File: src/rtl/instr_encoder.sv
// Streaming MIPS instruction encoder: field-level descriptors in, 32-bit machine
// words tagged with sequential word addresses out through a small FIFO.
module instr_encoder #(
    parameter int DEPTH  = 4,
    parameter int ADDR_W = 8
) (
    input  logic              clk,
    input  logic              rst,
    input  logic              start,
    input  logic              in_valid,
    output logic              in_ready,
    input  logic [3:0]        mnem,
    input  logic [4:0]        rs,
    input  logic [4:0]        rt,
    input  logic [4:0]        rd,
    input  logic [4:0]        shamt,
    input  logic [15:0]       imm,
    output logic              out_valid,
    input  logic              out_ready,
    output logic [31:0]       out_word,
    output logic [ADDR_W-1:0] out_addr,
    output logic              err,
    output logic              done
);

    localparam int PW = (DEPTH > 1) ? $clog2(DEPTH) : 1;
    localparam logic [PW:0]     DEPTH_C  = (PW+1)'(DEPTH);
    localparam logic [PW:0]     CNT_ZERO = (PW+1)'(0);
    localparam logic [PW-1:0]   PTR_ONE  = PW'(1);
    localparam logic [ADDR_W-1:0] ADDR_ONE = ADDR_W'(1);

    localparam logic [1:0] IDLE  = 2'd0;
    localparam logic [1:0] RUN   = 2'd1;
    localparam logic [1:0] FLUSH = 2'd2;

    localparam logic [3:0] MNEM_LAST_WORD = 4'd13;
    localparam logic [3:0] MNEM_HALT      = 4'd14;
    localparam logic [3:0] MNEM_ILLEGAL   = 4'd15;

    logic [1:0]        stateR;
    logic [31:0]       wordMemR [DEPTH];
    logic [ADDR_W-1:0] addrMemR [DEPTH];
    logic [PW-1:0]     wrPtrR;
    logic [PW-1:0]     rdPtrR;
    logic [PW:0]       countR;
    logic [ADDR_W-1:0] addrCntR;
    logic              errR;

    logic acceptS;
    logic pushS;
    logic popS;
    logic fifoFullS;
    logic fifoEmptyS;
    logic [31:0] encWordS;

    // Field packing; shift-type R-ops zero rs, other R-ops zero shamt.
    function automatic logic [31:0] encodeWord(
        input logic [3:0]  m,
        input logic [4:0]  rsF,
        input logic [4:0]  rtF,
        input logic [4:0]  rdF,
        input logic [4:0]  shF,
        input logic [15:0] immF
    );
        logic [31:0] w;
        w = 32'h0000_0000;
        case (m)
            4'd0:    w = {6'b000000, rsF, rtF, rdF, 5'd0, 6'b100000};
            4'd1:    w = {6'b000000, rsF, rtF, rdF, 5'd0, 6'b100010};
            4'd2:    w = {6'b000000, 5'd0, rtF, rdF, shF, 6'b000000};
            4'd3:    w = {6'b000000, 5'd0, rtF, rdF, shF, 6'b000010};
            4'd4:    w = {6'b000000, rsF, rtF, rdF, 5'd0, 6'b100100};
            4'd5:    w = {6'b000000, rsF, rtF, rdF, 5'd0, 6'b100101};
            4'd6:    w = {6'b000000, rsF, rtF, rdF, 5'd0, 6'b101010};
            4'd7:    w = {6'b000100, rsF, rtF, immF};
            4'd8:    w = {6'b001000, rsF, rtF, immF};
            4'd9:    w = {6'b100011, rsF, rtF, immF};
            4'd10:   w = {6'b101011, rsF, rtF, immF};
            4'd11:   w = {6'b100001, rsF, rtF, immF};
            4'd12:   w = {6'b001100, rsF, rtF, immF};
            4'd13:   w = {6'b001101, rsF, rtF, immF};
            default: w = 32'h0000_0000;
        endcase
        return w;
    endfunction

    // Handshake qualification; fullness is judged before any same-cycle pop.
    always_comb begin
        fifoFullS  = (countR == DEPTH_C);
        fifoEmptyS = (countR == CNT_ZERO);
        in_ready   = (stateR == RUN) && !fifoFullS;
        acceptS    = in_valid && in_ready;
        pushS      = acceptS && (mnem <= MNEM_LAST_WORD);
        out_valid  = !fifoEmptyS;
        popS       = out_valid && out_ready;
        encWordS   = encodeWord(mnem, rs, rt, rd, shamt, imm);
        done       = (stateR == FLUSH) && fifoEmptyS;
        err        = errR;
        if (out_valid) begin
            out_word = wordMemR[rdPtrR];
            out_addr = addrMemR[rdPtrR];
        end else begin
            out_word = 32'h0000_0000;
            out_addr = '0;
        end
    end

    // Program sequencing, sticky illegal flag and word-address counter.
    always_ff @(posedge clk) begin
        if (rst) begin
            stateR   <= IDLE;
            addrCntR <= '0;
            errR     <= 1'b0;
        end else begin
            case (stateR)
                IDLE: begin
                    if (start) begin
                        stateR   <= RUN;
                        addrCntR <= '0;
                        errR     <= 1'b0;
                    end
                end
                RUN: begin
                    if (acceptS && (mnem == MNEM_HALT)) begin
                        stateR <= FLUSH;
                    end
                    if (acceptS && (mnem == MNEM_ILLEGAL)) begin
                        errR <= 1'b1;
                    end
                    if (pushS) begin
                        addrCntR <= addrCntR + ADDR_ONE;
                    end
                end
                FLUSH: begin
                    if (fifoEmptyS) begin
                        stateR <= IDLE;
                    end
                end
                default: stateR <= IDLE;
            endcase
        end
    end

    // FIFO storage; entries cleared on reset so the head reads zero afterwards.
    always_ff @(posedge clk) begin
        if (rst) begin
            for (int i = 0; i < DEPTH; i++) begin
                wordMemR[i] <= 32'h0000_0000;
                addrMemR[i] <= '0;
            end
        end else if (pushS) begin
            wordMemR[wrPtrR] <= encWordS;
            addrMemR[wrPtrR] <= addrCntR;
        end
    end

    // FIFO pointers and occupancy; power-of-two depth lets pointers wrap freely.
    always_ff @(posedge clk) begin
        if (rst) begin
            wrPtrR <= '0;
            rdPtrR <= '0;
            countR <= '0;
        end else begin
            if (pushS) begin
                wrPtrR <= wrPtrR + PTR_ONE;
            end
            if (popS) begin
                rdPtrR <= rdPtrR + PTR_ONE;
            end
            countR <= countR + (PW+1)'(pushS) - (PW+1)'(popS);
        end
    end

endmodule

File: config.mk
export PLATFORM = sky130hd
export DESIGN_NAME = instr_encoder
export DESIGN_NICKNAME = d
export VERILOG_FILES = /design/src/rtl/instr_encoder.sv
export SDC_FILE = /design/constraint.sdc
export NUM_CORES = 1
export LEC_CHECK = 0
export CORE_MARGIN = 4
export CORE_UTILIZATION = 45
export CTS_CLUSTER_SIZE = 20
export DETAILED_ROUTE_END_ITERATION = 12
export PLACE_DENSITY = 0.65
export SYNTH_ARGS = -nofsm -noshare
export SYNTH_HDL_FRONTEND = slang
export SYNTH_SLANG_ARGS = --single-unit
File: constraint.sdc
create_clock -name clk -period 4.7 [get_ports clk]
set_input_delay 0.94 -clock clk [delete_from_list [all_inputs] [get_ports clk]]
set_output_delay 0.94 -clock clk [all_outputs]
set_load 0.005 [all_outputs]
-- Yosys cells after proc, flatten, opt, wreduce, memory -nomap -nowiden
Memory sizes are Yosys's and may differ from the RTL's. A register that Yosys moved wholly into a read port is not among the register bits.
Index checks and enable logic that the tools add are counted.
- magnitude comparators: 1
- divide/modulo/power cells: 0
- $add $sub $neg: 5
- shift-type cells: 0
- multiplexer cells: 28
- multipliers: 0
- bitwise operators: 0
- equal/unequal tests: 23
- reduce and logical (&&, ||, !) cells: 18
- operators by type and width (kind ; count):
    $pmux 32 s14 ; 1
    $mux 32 ; 2
    $eq 4x4->1 const B ; 8
    $mux 8 ; 4
    $reduce_or 32->1 ; 1
    $mux 2 ; 9
    $eq 4x3->1 const B ; 4
    $pmux 8 s2 ; 1
    $mux 1 ; 9
    $reduce_and 3->1 ; 3
    $add 8x1->8 const B ; 1
    $eq 4x2->1 const B ; 2
    $reduce_or 8->1 ; 1
    $logic_and 1x1->1 ; 7
    $ne 2x2->1 const B ; 3
    $pmux 2 s3 ; 1
    $add 2x1->2 const B ; 2
    $eq 4x1->1 const B ; 1
    $le 4x4->1 const B ; 1
    $logic_not 4->1 ; 1
    $ne 2x1->1 const B ; 2
    $add 3x1->3 ; 1
    $eq 3x3->1 const B ; 1
    $logic_not 3->1 ; 1
    other kinds (7) ; 8
- RAM bits: 160
- latch bits: 0
- word-level logic and storage cells: 83
- memory bits (read-only): 0
- output and inout bits: 44
- flip-flop bits (word level): 18
- memories kept: 2
- bits of input ports: 45
- memory list (memory ; depth ; bits a word ; read ports ; clocked after memory_dff ; write ports ; line ; source):
    wordMemR ; 4 ; 32 ; 1 ; 1 ; 4 ; 41 ; logic [31:0] wordMemR [DEPTH];
    addrMemR ; 4 ; 8 ; 1 ; 1 ; 4 ; 42 ; logic [ADDR_W-1:0] addrMemR [DEPTH];

-- Longest topological paths before layout
- word-level depth: 10
- gate-level depth with buffers: 11

-- Least setup slack after synthesis
No wires, ideal clock.
- path kind: input to register
- start point: input port mnem[3]
- end point: memory addrMemR[0][0] (enable)
- library setup time: 402 ps
- cell stages on the path: 6
- setup slack: 1313 ps
- arrival time: 2984 ps
- required time: 4298 ps
- path through: and3_1 > clkbuf_2 > or3_1 > or3_1 > buf_6 > nand2b_1
- RTL lines (element ; line ; source):
    start: declaration ; 12 ; input logic [3:0] mnem,
    end: declaration ; 42 ;

==> results.md <==
- Wires add up to 18,600 um.
- Measured along the x axis, the die boundary spans 144 um.
- The path type of the worst setup path is register to primary output.
- The total die area is 20,600 um2.
- The prevailing post-synth register cell is edfxtp_1.
- The post-CTS setup buffer count is 0.
- For this run, the number of Yosys warnings is 0.
- The remaining max-slew budget at the tightest pin is 26.3%.
- For this configuration, the core starts out at a cell density of 45.9%.
- By area the synthesized netlist is led by edfxtp_1 (57%), mux4_2 (11%), and2_1 (7.3%).
- The number of enable flip-flop cells after synthesis is 156.
- The hold buffer count at CTS is 0.
- The internal power is 3240 uW.
- The clock insertion delay at the later pin of the skew report is 0.43 ns.
- In this run the worst path has a maximum fanout of 17.
- Entering global routing, the biggest net connects 40 pins.
- The global routing usage summed across all routing layers is 19.1%.
- The final weighted congestion in routability-driven placement is 0.805.
- Per report_power, the combinational group accounts for 26.0% of the total.
- The most repeated cell in the gate-level netlist after synthesis is edfxtp_1.
- Averaged over all synthesized cells, the footprint is 13.3 um2.
- The worst-margin pin slew is 1.11 ns.
- Power spread over the standard cell area amounts to 443 nW/um2.
- The switching part of the total power is 26.8%.
- The clock period minus worst slack is 3.60 ns.
- The synthesis-to-layout area growth is 20.9%.
- In this run the remaining antenna-violating nets after routing total 0.
- The number of different library cells used by synthesis comes to 54.
- The number of cells on the worst hold path is 2.
- The sequential area share after synthesis is 61.5%.
- Clock tree synthesis inserted a total of 17 buffers.
- The post-route setup TNS is 0 ns.
- The arrival time reported for the critical path endpoint is 2.66 ns.
- The total core area is 18,000 um2.
- STA classifies the critical path startpoint as a register.
- Counting cells, the worst reg-to-reg path comes to 9.
- Pin placement for this block handled 89 I/O pins.
- The flow ran to the end, and the final reports show no timing, DRC or antenna violations.
- Summed over all nets, the switching power comes to 1180 uW.
- The height of the die is 144 um.
- The post-route non-filler standard cell count is 946.
- The post-detailed-route via-to-cell ratio is 5.46.
- The number of antenna cells inserted is 0.
- The biggest area consumer among synthesized cells is edfxtp_1.
- In the final routed layout, each cell accounts on average for 19.7 um.
- The via count of the first global-routing pass is 5,446.
- The type of the worst min-delay path is register to register.
- Cells with a size suffix above 1 make up 17.6% of the layout.
- The number of gates resized after CTS was 0.
- The count of vias placed by the detailed router is 5,164.
- The mapped cell area is 8270 um2.
- The reported max-cap violation count is 0.
- The final net count is 753.
- In this run, the number of DRC markers left after iteration 0 of detailed routing was 466.
- The maximum frequency from static timing analysis is 278 MHz.
- Data on the critical path is required at its endpoint by 3.76 ns.
- Setup repair after global routing left no endpoint under its margin.
- VDD sags by at most 389 uV.
- In the routed design, unresolved DRC markers number 0.
- Synthesis produced a netlist whose cell count is 621.
- The final cell utilization of the core is 55.5%.
- The static leakage is 0.00351 uW.
- For this design, the sink count on the clock tree is 176.
- Registers are responsible for 42.4% of the overall power.
- The fraction of the cycle the final worst path needs is 76.5%.
- The flip-flop and latch count after synthesis is 176.
- The final hold violation count was 0.
- By count the netlist is led by edfxtp_1 (156), and2_1 (96), nor2_1 (94).
- The clock tree from TritonCTS is yes.
- The first global-routing pass estimated 29,900 um of wire.
- Detailed placement ended at an HPWL of 12,400 um.
- The number of I/O port buffers is 87.
- The number of antenna violations at the first check in global routing is 0.
- Setup violations remaining at the end of the flow were counted as 0.
- The number of placed instances, taps included, is 914.
- The net count after synthesis is 670.
- In this run the core area contains 49 standard-cell rows.
- The first detailed-routing pass took 5 iterations.
- After synthesis, the share of flip-flops with an asynchronous set or reset is 0%.
- After clock tree synthesis, the clock-pin slew on the worst setup and hold paths is 0.07 ns.
- The share of power burned in the clock network is 31.6%.
- The number of pins exceeding their max-slew limit in the final report was 0.
- In this run the deepest clock path goes through 2 buffers.
- The setup skew after layout is 0.00849 ns.
- The cell at the root of the clock tree is clkbuf_16.
- The type of destination of the critical path is a primary output.
- The H-tree generated during clock tree synthesis spans 4 levels.
- The fraction of post-synthesis cell area in the top cell type by area is 56.6%.
- The sum of overflow across all layers after global routing is 0.
## path summary, 6_finish.rpt
check	end	slack (ns)	startpoint
min	err$_SDFFE_PP0P_	0.51	err$_SDFFE_PP0P_
max	out_addr[7]	1.10	register
max reg2reg	countR[2]$_SDFF_PP0_	2.00	countR[2]$_SDFF_PP0_
min reg2reg	err$_SDFFE_PP0P_	0.51	err$_SDFFE_PP0P_
## placed cells by master, fill, tap and decap left out, types with 7 or more instances in the layout
master             n
edfxtp_1         156
and2_1            96
nor2_1            94
clkdlybuf4s50_1   87
mux4_2            39
a21oi_1           21
dfxtp_1           18
buf_4             18
clkbuf_16         17
nand2_1           15
nor2_2            12
nand2b_1          11
nand3_1           10
nor2_4            10
o21ai_0            9
nand3b_1           7
inv_1              7
## power by group through the flow
stage / sequential, uW / clock (uW) / combinational, uW
finish: 1880 / 1400 / 1150
global route: 1900 / 1490 / 1260
CTS: 1880 / 1410 / 1180
detailed placement: 1920 / 0 / 1180
global placement: 1910 / 0 / 1160
floorplan: 1850 / 0 / 688
## sequential cells by signal, summed over array words and instances (netlist names), named ones only
signal	cells
addrMemR	32
stateR	2
wordMemR	124
err	1
countR	3
addrCntR	8
wrPtrR	2
rdPtrR	2
## per-stage QoR
stage	power (uW)	hold WS, ns	area (um2)	setup WS [ns]
floorplan	2540	0.466	8270	1.31
global placement	3080	0.465	9420	0.996
detailed placement	3100	0.488	9420	0.911
CTS	4480	0.506	10000	1.02
global route	4650	0.538	10000	0.912
finish	4430	0.507	10000	1.10
## layer usage
metal	part of all wire [%]	GRT usage, %	vias to the layer above
met5	0	0	-
met4	1.6	5.80	0
met3	3.8	3.19	17
met2	53	33.1	117
met1	42	24.8	2617
li1	-	-	2413
## cells by family (layout without fill, tap and decap cells)
group | after synthesis | after routing | share of synthesized area (%)
flip-flops | 176 | 176 | 61.5
AO/OA/AOI/OAI | 50 | 50 | 3.74
multiplexers | 46 | 46 | 11.5
AND/OR/NAND/NOR | 287 | 287 | 19.2
buffers and inverters | 51 | 147 | 2.77
XOR/XNOR | 6 | 6 | 0.635
adder cells (fa/ha/maj) | 4 | 4 | 0.696
other | 1 | 1 | 0.0453
## worst max-delay path: stages (launching register included)
cell	delay, ns
dfxtp_2	0.60
buf_4	0.42
mux4_2	0.56
and2_1	0.19
clkdlybuf4s50_1	0.45
## final cells by class
type,count,area (um2)
clock buffer,17,425
fill,1479,8020
inverter,8,30.0
tap,229,287
timing repair buffer,107,1050
sequential,176,5090
multi-input combinational,394,2970
clock inverter,15,161
No activity file was read; power rests on OpenSTA's default activity.
